**config.mk**
```make
export PLATFORM = sky130hd
export DESIGN_NAME = serial_add_ctrl
export DESIGN_NICKNAME = d
export VERILOG_FILES = /design/src/rtl/serial_add_ctrl.sv
export SDC_FILE = /design/constraint.sdc
export NUM_CORES = 1
export LEC_CHECK = 0
export CORE_MARGIN = 3
export CORE_UTILIZATION = 53
export CTS_BUF_LIST = sky130_fd_sc_hd__clkbuf_2
export DETAILED_ROUTE_END_ITERATION = 7
export GPL_ROUTABILITY_DRIVEN = 1
export PLACE_DENSITY = 0.84
export SLEW_MARGIN = 0
export SYNTH_ARGS = -nofsm -noshare
export SYNTH_HDL_FRONTEND = slang
export SYNTH_SLANG_ARGS = --single-unit
```
**constraint.sdc**
```tcl
create_clock -name clk_in -period 1.9 [get_ports clk_in]
set_clock_uncertainty 0.1 [all_clocks]
set_input_delay 0.57 -clock clk_in [delete_from_list [all_inputs] [get_ports clk_in]]
set_output_delay 0.57 -clock clk_in [all_outputs]
set_load 0.02 [all_outputs]
```
**src/rtl/serial_add_ctrl.sv**
```systemverilog
// serial_add_ctrl
//   Bit-serial adder with a small control FSM. One addition
//   {carry_out, sum_out} = a_in + b_in + cin_in is computed through a single
//   1-bit full-add cell and a carry flip-flop, one bit per clock, LSB first.
//
//   Timing: a start accepted at edge 0 runs on edges 1..WIDTH. done_out is high
//   for the cycle after edge WIDTH, and the block is idle again after edge
//   WIDTH+1, so back-to-back starts are WIDTH+2 cycles apart.
//
// Ports
//   clk_in     : clock, all state changes on the rising edge
//   rstn_in    : synchronous active-low reset
//   start_in   : start request, only looked at in IDLE
//   a_in, b_in : operands, captured on the accepting edge
//   cin_in     : carry-in, captured on the accepting edge
//   busy_out   : high in RUN and DONE
//   done_out   : one-cycle completion pulse (DONE state)
//   sum_out    : registered result sum, held until the next completion
//   carry_out  : registered result carry, held until the next completion
module serial_add_ctrl #(
  parameter int WIDTH = 8
) (
  input  logic             clk_in,
  input  logic             rstn_in,
  input  logic             start_in,
  input  logic [WIDTH-1:0] a_in,
  input  logic [WIDTH-1:0] b_in,
  input  logic             cin_in,
  output logic             busy_out,
  output logic             done_out,
  output logic [WIDTH-1:0] sum_out,
  output logic             carry_out
);

  localparam int CNT_W = (WIDTH > 2) ? $clog2(WIDTH) : 1;
  localparam logic [CNT_W-1:0] LAST_BIT = CNT_W'(WIDTH - 1);

  typedef enum logic [1:0] {
    IDLE = 2'd0,
    RUN  = 2'd1,
    DONE = 2'd2
  } state_t;

  state_t           state_q;
  logic [WIDTH-1:0] a_q, a_d;
  logic [WIDTH-1:0] b_q, b_d;
  logic [WIDTH-1:0] res_q, res_d;
  logic             carry_q, carry_d;
  logic [CNT_W-1:0] cnt_q;
  logic             busy_q;
  logic             done_q;
  logic [WIDTH-1:0] sum_q;
  logic             cout_q;
  logic             sum_bit;
  logic [1:0]       fa;

  // One-bit full adder: returns {carry, sum}.
  function automatic logic [1:0] full_add(input logic x, input logic y, input logic c);
    logic s;
    logic m;
    s = x ^ y ^ c;
    m = (x & y) | (x & c) | (y & c);
    return {m, s};
  endfunction

  // Datapath next-state: one full-add step and the shifts that go with it.
  // Whole-vector shifts are used so every register bit is consumed; the sum
  // bit enters the result register from the MSB side, so after WIDTH steps
  // the first (LSB) sum bit has reached bit 0.
  always_comb begin
    fa      = full_add(a_q[0], b_q[0], carry_q);
    sum_bit = fa[0];
    carry_d = fa[1];
    a_d     = a_q >> 1;
    b_d     = b_q >> 1;
    res_d   = (res_q >> 1) | {sum_bit, {(WIDTH-1){1'b0}}};
  end

  always_ff @(posedge clk_in) begin
    if (!rstn_in) begin
      state_q <= IDLE;
      a_q     <= '0;
      b_q     <= '0;
      res_q   <= '0;
      carry_q <= 1'b0;
      cnt_q   <= '0;
      busy_q  <= 1'b0;
      done_q  <= 1'b0;
      sum_q   <= '0;
      cout_q  <= 1'b0;
    end else begin
      case (state_q)
        IDLE: begin
          if (start_in) begin
            a_q     <= a_in;
            b_q     <= b_in;
            carry_q <= cin_in;
            cnt_q   <= '0;
            busy_q  <= 1'b1;
            state_q <= RUN;
          end
        end
        RUN: begin
          a_q     <= a_d;
          b_q     <= b_d;
          carry_q <= carry_d;
          res_q   <= res_d;
          cnt_q   <= cnt_q + CNT_W'(1);
          // The edge that processes the MSB publishes the result directly
          // from the next-state values, so no extra cycle is spent.
          if (cnt_q == LAST_BIT) begin
            sum_q   <= res_d;
            cout_q  <= carry_d;
            done_q  <= 1'b1;
            state_q <= DONE;
          end
        end
        DONE: begin
          done_q  <= 1'b0;
          busy_q  <= 1'b0;
          state_q <= IDLE;
        end
        default: begin
          done_q  <= 1'b0;
          busy_q  <= 1'b0;
          state_q <= IDLE;
        end
      endcase
    end
  end

  assign busy_out  = busy_q;
  assign done_out  = done_q;
  assign sum_out   = sum_q;
  assign carry_out = cout_q;

endmodule

```
After elaboration in Yosys (flattened, before gate mapping)

Index checks and enable logic that the tools add are counted.

$add $sub $neg: 1
Eq/ne operators: 4
Mux-type cells: 15
Bitwise operators: 10
Reductions and logical operators: 7

Operators by type and width:

| kind                  | number |
|---|---|
| $pmux W8 S2           | 2 |
| $mux W8               | 2 |
| $reduce_and A2 Y1     | 5 |
| $or A7 B8 Y8          | 1 |
| $pmux W1 S2           | 3 |
| $pmux W3 S2           | 1 |
| $mux W2               | 2 |
| $ne A2 B2 Y1 const B  | 2 |
| $pmux W2 S2           | 1 |
| $add A3 B1 Y3 const B | 1 |
| $and A1 B1 Y1         | 3 |
| $eq A3 B3 Y1 const B  | 1 |
| $mux W1               | 3 |
| $mux W3               | 1 |
| $eq A2 B1 Y1 const B  | 1 |
| $logic_not A2 Y1      | 1 |
| $not A1 Y1            | 2 |
| $or A1 B1 Y1          | 2 |
| $reduce_bool A2 Y1    | 1 |
| $xor A1 B1 Y1         | 2 |

Register bits after elaboration: 41
Bits of input ports: 20
Output and inout port bits: 11
Logic and storage cells: 47

Longest topological paths before layout

Word-level depth: 4
Gate-level depth with buffers: 6
Mapped depth without buffers: 5

Worst setup path after synthesis

No wires, ideal clock.

Path kind: input port to flip-flop
From: input port start_in
To: register a_q[0]
Setup time: 122 ps
Arrival time: 1,216 ps
Required time: 1,678 ps
Path slack: 461 ps
Stages: 4
Path through: nor2_2 -> or2_4 -> buf_2 -> o21ai_1

Word-level cells in the longest chain between the ends: 2

Ends and longest elaborated chain:

| item                               | line | source |
|---|---|---|
| start: declaration                 | 25   | `input logic start_in,` |
| $ne A2 B2 Y1 (no source line)      | n/a  |  |
| $reduce_and A2 Y1 (no source line) | n/a  |  |
| end signal: assignment             | 95   | `a_q <= a_in;` |
| end: declaration                   | 45   | `logic [WIDTH-1:0] a_q, a_d;` |

Every way passes these cells.
A chain may end at the register's enable or synchronous reset.

Worst setup path in the final report

From: register done_q, in the netlist done_out
To: output port done_out

RTL lines:

| item                     | line | source |
|---|---|---|
| start: declaration       | 51   | `logic done_q;` |
| start signal: assignment | 88   | `done_q <= 1'b0;` |
| start signal: assignment | 114  | `done_q <= 1'b1;` |
| start signal: assignment | 119  | `done_q <= 1'b0;` |
| end: declaration         | 30   | `output logic done_out,` |

No word-level cell between the ends.

==> metrics.txt <==
status finished, final reports clean; fmax 568 MHz; Hold Vio Cnt, Final 0; starting density of the core 57.7%; die width 62.0 um; crit start category flip-flop; net switching power 370 uW; vias 1394; Design Power 1.42 mW; PD cells 699 nW/um^2; setup TNS 0 ns; share of cells above drive strength 1 6.57%; post-DR vias/cell 5.47; r2r setup slk 0.41 ns; Hold Slack 0.355 ns; first-pass GRT wire length 5.84 mm; Compound-Gate Fraction of Synth Area 17.8%; Worst slew margin 56.6%; synthesis-stage register bit count 40; Clock Power Share 23.3%; PortBufs 30; Worst path slowest cell dfxtp_1; reg2reg end res_q[3]; Hold WC Path Type flip-flop to flip-flop; initial antenna violation count 0; CTS H-tree depth 2; max_cap viols 0; Critical path buffers and inverters 1; Max Fanout on Critical Path 2; CP Cell Sequence dlygate4sd2_1; setup violators final 0; worst-margin pin slew 0.649 ns; Final min period 1.76 ns; Sw Share 26.0%; Yosys cell types 25; n_diodes 0; First-pass DRT Iterations 5; Mapped Area 1660 sq um; post-route ant nets 0; Worst Hold Path Cells 2; area share of and/or/nand/nor cells after synthesis 17.8%; Seq/Total Area, Yosys 48.3%; Placement Rows 19; Placed Cells 248; filler instances 242; final cell count without fillers 255; number of remaining DRC errors 0; die footprint 3840 sq um; post-synthesis mux area share 9.05%; CTS tree done; Post-CTS Hold Buffers 0; most frequent cells in the layout dfxtp_1, nand2_1, nand3_1; clock slew at reported path FFs 0.17 ns; CTS Sinks 40; Mean Syn Cell Area 9.12 sq um; Peak supply drop 0.446 mV; CP required 1.23 ns; critical path's largest stage delay 0.37 ns; largest net degree at the start of global routing 34; worst endpoint data arrival time 1.09 ns; Setup crit end done_out; xor/xnor share of the synthesized area 0%; clk_lat worst skew 0.38 ns; RSZ-0062 raised after global routing no; post-CTS setup buffers 0; Final Cycle Share 92.6%; I/O pins 31; number of global-route vias before repair 1376; Clock Tree Root clkbuf_2; Bufs on Longest Clock Path 2; Die H 62.0 um; R2R depth 3; syn nets 205; Overflow after GRT 0; Final Max Tran Viols 0; most common cell after layout, fill and taps aside dfxtp_1; Critical Path Stages 1; Crit. Startpoint done_out; DR iter-0 viols 64; Ys Warns 0; Crit Path Class flip-flop to output pin; combinational fraction of design power 13.3%; leak pwr 0.825 nW; Worst setup EP type output pin; Nets 236; Synth Area in Adders 2.71%; Routed WL per cell 12.9 um; All-Layer GR Usage 20.8%; DP Wirelength 2.40 mm; Pint 1.05 mW; WL final 3.30 mm; Synth Instances 182; Final GP Congestion 0.776; total CTS buffers 5; CP top delay family flip-flops; reg2reg start state_q[0]; Layout area overhead 22.4%; sequential share of power 63.4%; Core Area 2880 sq um; largest family of logic cells by synthesized area compound AO/OA/AOI/OAI gates
## logic make-up (layout without fill, tap and decap cells)
family,after synthesis,after routing
adder cells (fa/ha/maj),3,3
AO/OA/AOI/OAI,47,47
flip-flops,40,40
buffers and inverters,15,46
multiplexers,15,15
AND/OR/NAND/NOR,62,62
## layer usage
layer / routed length (um) / global-route usage [%]
met4: 38 / 9.39
met1: 1380 / 22.9
met2: 1710 / 36.8
met3: 169 / 5.79
met5: 0 / 0
## what timing repair did
action | 4_1_cts | 5_1_grt
hold endpoints to repair | 0 | 0
setup endpoints to repair | 11 | 0
gates resized for setup | 11 | 0
## synthesized netlist by cell type
cell      count  area, sq um
a21boi_0      9         67.6
a21oi_1       3         15.0
and2_1        1         6.26
and3b_1       1         8.76
buf_1         1         3.75
buf_2         7         35.0
buf_4         2         15.0
clkbuf_1      3         11.3
dfxtp_1      40          801
fa_1          1         20.0
ha_1          2         25.0
inv_1         2         7.51
mux2i_1      15          150
nand2_1      26         97.6
nand2b_1      2         12.5
nand3_1      20          100
nand3b_1      2         15.0
nand4_1       2         12.5
nor2_1        4         15.0
nor2_2        1         6.26
nor2b_1       2         12.5
o211ai_1     15          113
o21ai_0      10         50.1
o21ai_1      10         50.1
or2_4         1         8.76
## worst min-delay path, delay by kind of cell, from the launching register on
family | cells | cell delay (ns)
flops | 1 | 0.34
simple gates | 2 | 0.10
## area by class of cell
type / instances / area [sq um] / area share [%]
Inverter: 2 / 7.51 / 0.370
Timing Repair Buffer: 37 / 352 / 17.3
Sequential cell: 40 / 801 / 39.4
Tap cell: 42 / 52.6 / 2.59
Clock buffer: 5 / 25.0 / 1.23
Clock inverter: 2 / 7.51 / 0.370
Multi-Input combinational cell: 127 / 786 / 38.7
## how the worst min path moves through the flow
stage                     startpoint         end  slack, ns
final                      carry_out   carry_out       0.35
after global routing      sum_out[5]  sum_out[5]       0.39
after CTS                  carry_out   carry_out       0.36
after detailed placement   carry_out   carry_out       0.34
after global placement    sum_out[4]  sum_out[4]       0.34
after floorplan             res_q[1]  sum_out[0]       0.33
## flip-flops by register name (all words and copies together) (netlist names), 2 cells and up
signal	flops
state_q	2
res_q	7
cnt_q	3
a_q	8
sum_out	8
b_q	8
## power groups by stage
stage | clock network [mW] | registers (mW) | logic (mW)
2_1_floorplan | 0 | 0.913 | 0.115
3_3_place_gp | 0 | 0.914 | 0.184
3_5_place_dp | 0 | 0.917 | 0.191
4_1_cts | 0.339 | 0.900 | 0.190
5_1_grt | 0.374 | 0.906 | 0.210
6_report | 0.330 | 0.900 | 0.189
## through the flow
step	area (sq um)	utilization, %	setup slack, ns
global route	2030	70.6	0.0605
detailed placement	2010	69.9	0.0122
global placement	2010	69.9	0.101
floorplan	1660	-	0.461
CTS	2030	70.6	0.116
finish	2030	70.6	0.140
(Power assumes the default switching activity.)
